**src/rtl/boot_sequencer_pkg.sv**
```systemverilog
// boot_sequencer_pkg: shared state type and memory byte strides for the boot sequencer
package boot_sequencer_pkg;
  typedef enum logic [2:0] {IDLE, LOAD_I, LOAD_D, RUN, DUMP_RD, DUMP_HOLD, DONE} state_t;
  localparam logic [63:0] IMEM_STRIDE = 64'd4;
  localparam logic [63:0] DMEM_STRIDE = 64'd8;
endpackage

```
**src/rtl/boot_sequencer_counter.sv**
```systemverilog
// seq_counter: loadable down-counter that holds at zero; tc flags the last remaining count
module seq_counter #(
  parameter int W = 11
) (
  input  logic         clk,
  input  logic         arst_n,
  input  logic         load,
  input  logic         dec,
  input  logic [W-1:0] value,
  output logic [W-1:0] count,
  output logic         tc
);
  always_ff @(posedge clk)
    if (!arst_n) count <= '0;
    else if (load) count <= value;
    else if (dec && count != '0) count <= count - 1'b1;
  assign tc = count == W'(1);
endmodule

```
**src/rtl/boot_sequencer.sv**
```systemverilog
// boot_sequencer: streams imem/dmem images in, runs the CPU for a fixed time, then streams dmem out
module boot_sequencer
  import boot_sequencer_pkg::*;
#(
  parameter int IMEM_DEPTH = 512,
  parameter int DMEM_DEPTH = 1024
) (
  input  logic        clk,
  input  logic        arst_n,
  input  logic        start,
  input  logic [9:0]  imem_len,
  input  logic [10:0] dmem_len,
  input  logic [31:0] run_cycles,
  input  logic [10:0] dump_len,
  input  logic        in_valid,
  output logic        in_ready,
  input  logic [63:0] in_data,
  output logic        out_valid,
  input  logic        out_ready,
  output logic [63:0] out_data,
  output logic        cpu_enable,
  output logic [63:0] addr_ext,
  output logic        wen_ext,
  output logic        ren_ext,
  output logic [31:0] wdata_ext,
  output logic [63:0] addr_ext_2,
  output logic        wen_ext_2,
  output logic        ren_ext_2,
  output logic [63:0] wdata_ext_2,
  input  logic [63:0] rdata_ext_2,
  output logic        busy,
  output logic        done
);
  state_t state;
  logic [10:0] il, dl, ul, il_c, dl_c, ul_c, wc, wc_val, k;
  logic [31:0] rc, cc;
  logic wc_tc, cc_tc, wc_load, wc_dec, cc_load, xfer, ack, i_end, d_end, r_end, hold_first;
  // wc counts remaining words of the current phase; k is the index of the word in flight
  always_comb begin
    il_c = 11'(imem_len) > 11'(IMEM_DEPTH) ? 11'(IMEM_DEPTH) : 11'(imem_len);
    dl_c = dmem_len > 11'(DMEM_DEPTH) ? 11'(DMEM_DEPTH) : dmem_len;
    ul_c = dump_len > 11'(DMEM_DEPTH) ? 11'(DMEM_DEPTH) : dump_len;
    in_ready = arst_n && ((state == LOAD_I && il != '0) || (state == LOAD_D && dl != '0));
    xfer = in_valid && in_ready;
    ack = state == DUMP_HOLD && out_valid && out_ready;
    i_end = il == '0 || (xfer && wc_tc);
    d_end = dl == '0 || (xfer && wc_tc);
    r_end = cc == '0 || cc_tc;
    wc_load = (state == IDLE && start) || (state == LOAD_I && i_end) || (state == LOAD_D && d_end);
    wc_val = state == IDLE ? il_c : state == LOAD_I ? dl : ul;
    wc_dec = xfer || ack;
    cc_load = state == LOAD_D && d_end;
    k = (state == LOAD_I ? il : state == LOAD_D ? dl : ul) - wc;
    wen_ext = state == LOAD_I && xfer;
    wdata_ext = wen_ext ? in_data[31:0] : '0;
    addr_ext = wen_ext ? 64'(k) * IMEM_STRIDE : '0;
    wen_ext_2 = state == LOAD_D && xfer;
    ren_ext_2 = arst_n && state == DUMP_RD && ul != '0;
    wdata_ext_2 = wen_ext_2 ? in_data : '0;
    addr_ext_2 = (wen_ext_2 || ren_ext_2) ? 64'(k) * DMEM_STRIDE : '0;
    ren_ext = 1'b0;
    cpu_enable = arst_n && state == RUN && cc != '0;
    busy = state != IDLE;
    done = state == DONE;
  end
  seq_counter #(.W(11)) u_wc (
    .clk(clk), .arst_n(arst_n), .load(wc_load), .dec(wc_dec), .value(wc_val), .count(wc), .tc(wc_tc)
  );
  seq_counter #(.W(32)) u_cc (
    .clk(clk), .arst_n(arst_n), .load(cc_load), .dec(state == RUN), .value(rc), .count(cc), .tc(cc_tc)
  );
  // read data lands one cycle after DUMP_RD, so the first DUMP_HOLD cycle captures it
  always_ff @(posedge clk)
    if (!arst_n) begin
      state <= IDLE;
      il <= '0;
      dl <= '0;
      ul <= '0;
      rc <= '0;
      out_valid <= 1'b0;
      out_data <= '0;
      hold_first <= 1'b0;
    end else
      case (state)
        IDLE: if (start) begin
          il <= il_c;
          dl <= dl_c;
          ul <= ul_c;
          rc <= run_cycles;
          state <= LOAD_I;
        end
        LOAD_I: if (i_end) state <= LOAD_D;
        LOAD_D: if (d_end) state <= RUN;
        RUN: if (r_end) state <= DUMP_RD;
        DUMP_RD: begin
          state <= ul == '0 ? DONE : DUMP_HOLD;
          hold_first <= 1'b1;
        end
        DUMP_HOLD: if (hold_first) begin
          out_data <= rdata_ext_2;
          out_valid <= 1'b1;
          hold_first <= 1'b0;
        end else if (out_ready) begin
          out_valid <= 1'b0;
          state <= wc_tc ? DONE : DUMP_RD;
        end
        default: state <= IDLE;
      endcase
endmodule

```
**config.mk**
```make
export PLATFORM = sky130hd
export DESIGN_NAME = boot_sequencer
export DESIGN_NICKNAME = d
export VERILOG_FILES = /design/src/rtl/boot_sequencer_pkg.sv /design/src/rtl/boot_sequencer_counter.sv /design/src/rtl/boot_sequencer.sv
export SDC_FILE = /design/constraint.sdc
export NUM_CORES = 1
export LEC_CHECK = 0
export ABC_AREA = 0
export CAP_MARGIN = 10
export CORE_MARGIN = 10
export CORE_UTILIZATION = 25
export CTS_BUF_LIST = sky130_fd_sc_hd__clkbuf_8 sky130_fd_sc_hd__clkbuf_16
export CTS_CLUSTER_SIZE = 12
export DETAILED_ROUTE_END_ITERATION = 10
export GPL_TIMING_DRIVEN = 1
export SLEW_MARGIN = 40
export SYNTH_ARGS = -nofsm -noshare
export SYNTH_HDL_FRONTEND = slang
export SYNTH_SLANG_ARGS = --single-unit
```
**constraint.sdc**
```tcl
create_clock -name clk -period 10.6 [get_ports clk]
set_input_delay 1.59 -clock clk [delete_from_list [all_inputs] [get_ports clk]]
set_output_delay 1.59 -clock clk [all_outputs]
set_load 0.02 [all_outputs]
```
==> results.sh, run 1 <==
export IMPL_hpwl_mm=33.4
export IMPL_synth_ff_type="dfxtp_1"
export IMPL_h_tree_depth=4
export IMPL_worstReg2RegStart="state[0]$_SDFFE_PN0P_"
export IMPL_grt_pass1_wl_mm=60.6
export IMPL_num_fill_cells=4070
export IMPL_area_growth_pct=46.0
export IMPL_outcome="finished clean"
export IMPL_start_util_pct=25.4
export IMPL_clkPwrFrac_pct=25.1
export IMPL_clockBufferDepth=2
export IMPL_worst_slew_pin_slew_ns=0.817
export IMPL_ys_seq_area_share_pct=35.7
export IMPL_clk_pin_slew_ns=0.07
export IMPL_postRouteAntennaNets=0
export IMPL_critPathMaxFanout=56
export IMPL_dieArea_sq_um=47800
export IMPL_post_route_period_util_pct=57.9
export IMPL_p_seq_share_pct=30.8
export IMPL_cts_setup_buffers=0
export IMPL_max_cap_violations=0
export IMPL_netlist_instances=1325
export IMPL_clock_sinks=176
export IMPL_p_per_area_nw_per_um2=185
export IMPL_antenna_found_initial=3
export IMPL_vias_per_cell=4.56
export IMPL_grt_max_degree=104
export IMPL_drc=0
export IMPL_r2r_end="u_wc.count[9]$_SDFFE_PN0P_"
export IMPL_wl_mm=42.4
export IMPL_synth_edff_count=0
export IMPL_cp_start_kind="input pin"
export IMPL_combPwrFrac_pct=44.2
export IMPL_ys_ff_latch=176
export IMPL_post_cts_resized=0
export IMPL_met1_length_mm=15.7
export IMPL_switching_share_pct=41.8
export IMPL_p_int_uw=1550
export IMPL_setup_slack_ns=4.46
export IMPL_place_gp_congestion=0.862
export IMPL_nets=1872
export IMPL_hold_path_class="register to register"
export IMPL_place_worst_setup_slack_ns=4.48
export IMPL_p_switching_uw=1110
export IMPL_endpoint="addr_ext_2[3]"
export IMPL_r2r_setup_slack_ns=7.08
export IMPL_overflow=0
export IMPL_routed_wl_met2_mm=22.2
export IMPL_min_period_ns=6.14
export IMPL_critPathCaptureType="output port"
export IMPL_first_pass_iters=5
export IMPL_drive_above_1_share_pct=3.95
export IMPL_die_height_um=219
export IMPL_worstRegToRegCells=8
export IMPL_synth_area_sq_um=9870
export IMPL_crit_start="arst_n"
export IMPL_chipWidth_um=219
export IMPL_p_leak_uw=0.00516
export IMPL_first_iter_violations=593
export IMPL_holdWs_ns=0.454
export IMPL_worstSetupPathType="input pin to output port"
export IMPL_rsz0062_at_grt="no"
export IMPL_routedWlPerCell_um=19.4
export IMPL_cts_tree="yes"
export IMPL_async_reset_ff_share_pct=0
export IMPL_ios=494
export IMPL_fmax_mhz=163
export IMPL_cts_root_buf="clkbuf_16"
export IMPL_grt_pass1_vias=9587
export IMPL_finalSetupViolCount=0
export IMPL_port_buffers=386
export IMPL_route_met3_wl_mm=3.03
export IMPL_core_sq_um=38800
export IMPL_final_cell_mix="clkdlybuf4s50_1, nand2_1, dfxtp_1"
export IMPL_grtUsageTotal_pct=16.4
export IMPL_yosysUniqueCellTypes=72
export IMPL_syn_avg_cell_area_sq_um=7.45
export IMPL_hold_viol_final=0
export IMPL_final_common_cell="clkdlybuf4s50_1"
export IMPL_std_cell_rows=72
export IMPL_ir_worst_vdd_mv=0.155
export IMPL_cts_buffers=17
export IMPL_synth_warnings=0
export IMPL_vias=9982
export IMPL_arrival_ns=4.55
export IMPL_fin_skew_ns=0.0137
export IMPL_drv_slew=0
export IMPL_topRoutingLayerUsed="met5"
export IMPL_insertion_delay_ns=0.43
export IMPL_final_setup_tns_ns=0
export IMPL_cts_hold_fix_buffers=0
export IMPL_cp_required_ns=9.01
export IMPL_slew_headroom_pct=45.1
cell usage after synthesis (4+ instances only):
library cell	instances	share of area [%]
xnor2_1	12	1.1
nand3b_1	20	1.5
a31oi_1	17	1.1
o311ai_0	4	0.36
a21o_1	5	0.38
a22oi_1	8	0.61
ha_1	16	2.0
mux2i_1	13	1.3
nor3_1	16	0.81
nor4_1	17	1.1
nand2_1	302	11
and3_1	4	0.25
nand4_1	11	0.70
xor2_1	12	1.1
nand2b_1	5	0.32
o211ai_1	9	0.68
or3_1	4	0.25
buf_4	107	8.1
dfxtp_1	176	36
buf_2	7	0.36
nand3_1	26	1.3
and2_1	99	6.3
inv_1	18	0.68
nor2b_1	11	0.70
o21ai_0	34	1.7
nor2_1	60	2.3
a21oi_1	173	8.8
and4_1	4	0.36
a211o_1	4	0.36
clkbuf_1	73	2.8
o21a_1	6	0.46
layer usage:
layer	track usage, %	up-vias
met5	0	-
met4	6.92	4
met3	4.03	47
met2	30.2	371
met1	17.4	4627
li1	-	4933
worst min path at each step:
stage / from / end / slack, ns / cells past startpoint
after floorplan: rc[28]$_SDFFE_PN0P_ / rc[28]$_SDFFE_PN0P_ / 0.43 / 2
after global placement: out_data[43]$_SDFFE_PN0P_ / out_data[43]$_SDFFE_PN0P_ / 0.44 / 2
after detailed placement: out_data[59]$_SDFFE_PN0P_ / out_data[59]$_SDFFE_PN0P_ / 0.45 / 2
after CTS: out_data[59]$_SDFFE_PN0P_ / out_data[59]$_SDFFE_PN0P_ / 0.46 / 2
after global routing: rc[24]$_SDFFE_PN0P_ / rc[24]$_SDFFE_PN0P_ / 0.47 / 2
final: out_data[7]$_SDFFE_PN0P_ / out_data[7]$_SDFFE_PN0P_ / 0.45 / 2
power by group through the flow:
| stage | registers, uW | logic [uW] | clock network (uW) |
|---|---|---|---|
| CTS | 817 | 1170 | 690 |
| floorplan | 797 | 855 | 0 |
| global placement | 830 | 1160 | 0 |
| finish | 818 | 1170 | 666 |
| global route | 830 | 1290 | 715 |
| detailed placement | 832 | 1160 | 0 |
cell families after synthesis:
family	count (synthesis)	share of synthesized area, %
fa+ha+maj	17	2.23
compound gates	289	17.2
simple gates	597	29.3
xor+xnor	24	2.13
flops	176	35.7
mux	13	1.32
other cells	1	0.0380
buf+inv	208	12.1
critical path: stages:
cell and delay (ns):
clkdlybuf4s50_1 0.46, buf_4 0.30, inv_4 0.30, nor4_1 0.68, nor2_1 0.37, nor2_1 0.18, clkdlybuf4s50_1 0.65
through the flow:
step / total power [uW] / instance area, sq um / std cells / util, %
after floorplan: 1650 / 10300 / 1431 / -
after global placement: 1990 / 13800 / 2156 / 35.4
after detailed placement: 1990 / 13800 / 2156 / 35.5
after CTS: 2680 / 14400 / 2188 / 37.0
after global routing: 2830 / 14400 / 2190 / 37.1
final: 2660 / 14400 / 2190 / 37.1
area by class of cell:
cell class | instances | area [sq um] | area share [%]
inverter | 19 | 73.8 | 0.512
clock buffer | 20 | 467 | 3.24
antenna | 1 | 2.50 | 0.0174
multi-input combinational | 1047 | 5580 | 38.7
timing repair buffer | 397 | 3970 | 27.6
sequential | 176 | 3520 | 24.5
clock inverter | 12 | 146 | 1.02
tap | 518 | 648 | 4.50
registers in the layout, summed over array words and instances (netlist names):
name,cells
dl,11
out_data,64
hold_first,1
u_wc.count,11
u_cc.count,32
ul,11
out_valid,1
il,10
state,3
rc,32
No activity file was read; power rests on OpenSTA's default activity.
==> inputs of run 2 (changes only) <==
clock period = 5.3 ns   (was 10.6 ns; I/O delays follow)
==> results.sh, run 2 (synthesis results as in run 1) <==
export IMPL_worstRegToRegCells=7
export IMPL_setup_slack_ns=0.461
export IMPL_clockBufferDepth=2
export IMPL_worstReg2RegStart="state[1]$_SDFFE_PN0P_"
export IMPL_holdWs_ns=0.453
export IMPL_num_fill_cells=4011
export IMPL_slew_headroom_pct=45.0
export IMPL_regArea_sq_um=3520
export IMPL_clock_sinks=176
export IMPL_min_period_ns=4.84
export IMPL_port_buffers=386
export IMPL_crit_buf_inv=2
export IMPL_critPathMaxFanout=14
export IMPL_area_growth_pct=46.4
export IMPL_final_setup_tns_ns=0
export IMPL_final_cell_mix="clkdlybuf4s50_1, nand2_1, dfxtp_1"
export IMPL_cts_setup_buffers=0
export IMPL_top_register="out_data"
export IMPL_final_util_pct=37.2
export IMPL_clk_pin_slew_ns=0.08
export IMPL_cp_slowest_cell="clkdlybuf4s50_1"
export IMPL_insertion_delay_ns=0.44
export IMPL_chipWidth_um=219
export IMPL_place_gp_congestion=0.865
export IMPL_crit_start="state[1]$_SDFFE_PN0P_"
export IMPL_first_pass_iters=5
export IMPL_ios=494
export IMPL_rsz0062_at_grt="no"
export IMPL_grt_pass1_vias=9639
export IMPL_cp_common_cell="nor2_1"
export IMPL_place_worst_setup_slack_ns=0.898
export IMPL_fmax_mhz=207
export IMPL_outcome="finished clean"
export IMPL_cp_required_ns=4.51
export IMPL_slowest_delay_ns=0.62
export IMPL_std_cell_rows=72
export IMPL_ir_worst_vdd_mv=0.249
export IMPL_grt_max_degree=93
export IMPL_fin_skew_ns=0.0146
export IMPL_totalPowerFinal_uw=5320
export IMPL_hold_path_endpoint="out_data[36]$_SDFFE_PN0P_"
export IMPL_drive_above_1_share_pct=4.29
export IMPL_cts_buffers=17
export IMPL_largest_registers="out_data (64), rc (32), u_cc.count (32)"
export IMPL_arrival_ns=4.04
export IMPL_r2r_setup_slack_ns=2.34
export IMPL_r2r_end="u_wc.count[10]$_SDFFE_PN0P_"
export IMPL_grtUsageTotal_pct=16.5
export IMPL_drc=0
export IMPL_p_leak_uw=0.00519
export IMPL_cts_root_buf="clkbuf_16"
export IMPL_routedWlPerCell_um=19.2
export IMPL_cts_tree="yes"
export IMPL_hold_path_class="register to register"
export IMPL_antenna_found_initial=3
export IMPL_hp_start="out_data[36]$_SDFFE_PN0P_"
export IMPL_hpwl_mm=33.6
export IMPL_largest_reg_flops=64
export IMPL_dieArea_sq_um=47800
export IMPL_max_cap_violations=0
export IMPL_vias=9938
export IMPL_vias_per_cell=4.52
export IMPL_cp_start_kind="register"
export IMPL_postRouteAntennaNets=0
export IMPL_first_iter_violations=588
export IMPL_post_route_period_util_pct=91.3
export IMPL_multi_input_area_sq_um=5590
export IMPL_worstSetupPathType="register to output port"
export IMPL_worst_slew_pin_slew_ns=0.818
export IMPL_wl_mm=42.3
export IMPL_start_util_pct=25.4
export IMPL_core_sq_um=38800
export IMPL_drv_slew=0
export IMPL_p_per_area_nw_per_um2=368
export IMPL_finalSetupViolCount=0
export IMPL_path_delay_family="buffers and inverters"
export IMPL_die_height_um=219
export IMPL_final_common_cell="clkdlybuf4s50_1"
export IMPL_post_cts_resized=0
export IMPL_h_tree_depth=4
export IMPL_overflow=0
export IMPL_grt_pass1_wl_mm=61.0
export IMPL_cp_cell_sequence="nor3b_2 > buf_4 > mux2i_1 > nor2_1 > a21oi_1 > ha_1 > fa_1 > nor2b_1 > o2111ai_1 > nand3_1 > a41oi_1 > xnor2_1 > nor2_1 > clkdlybuf4s50_1"
export IMPL_critPathCaptureType="output port"
export IMPL_hold_viol_final=0
export IMPL_nets=1880
export IMPL_cts_hold_fix_buffers=0
export IMPL_min_path_cells=2
[run 2: cell types whose count changed in the layout (fill, tap and decap cells not counted), sizes merged]
| cell | delta |
|---|---|
| buf | +8 |
| clkbuf | -3 |
| inv | +3 |
| clkinv | +1 |
| clkinvlp | -1 |
[run 2: worst register-to-register path, stage by stage (launching register included)]
cell and delay [ns]:
dfxtp_1 0.58, or3b_1 0.47, a311oi_4 0.26, buf_4 0.53
nor3_1 0.24, nor4_1 0.50, xnor2_1 0.18, a21oi_1 0.08
[run 2: worst max path at each step]
stage	endpoint	slack, ns	cells past startpoint
6_report	addr_ext[12]	0.46	14
5_1_grt	addr_ext[12]	0.12	14
4_1_cts	addr_ext[12]	0.45	14
3_5_place_dp	wdata_ext_2[42]	0.90	6
3_3_place_gp	wdata_ext_2[42]	0.93	6
2_1_floorplan	addr_ext[12]	1.36	14
[run 2: power breakdown]
| part | leakage (uW) | internal [uW] | switching (uW) |
|---|---|---|---|
| Clock | 0.000291 | 711 | 603 |
| Sequential | 0.00143 | 1470 | 146 |
| Combinational | 0.00347 | 896 | 1490 |
| Total | 0.00519 | 3080 | 2240 |
[run 2: metal layers]
metal / share of wire [%] / track usage (%)
met2: 54 / 31.1
met1: 38 / 17.8
met5: 0.054 / 0
met4: 1.9 / 4.78
met3: 6.8 / 3.94
[run 2: stage by stage]
step | area, sq um | instances
2_1_floorplan | 10300 | 1431
3_3_place_gp | 13800 | 2165
3_5_place_dp | 13800 | 2165
4_1_cts | 14400 | 2197
5_1_grt | 14400 | 2198
6_report | 14400 | 2198
[run 2: cell type report]
class / count / share of cell area, %
flip-flops and latches: 176 / 24.4
repair buffers: 405 / 27.8
multi-input cells: 1047 / 38.7
well taps: 518 / 4.49
inverters: 19 / 0.511
clock inverters: 15 / 1.19
clock buffers: 17 / 2.94
diodes: 1 / 0.0173
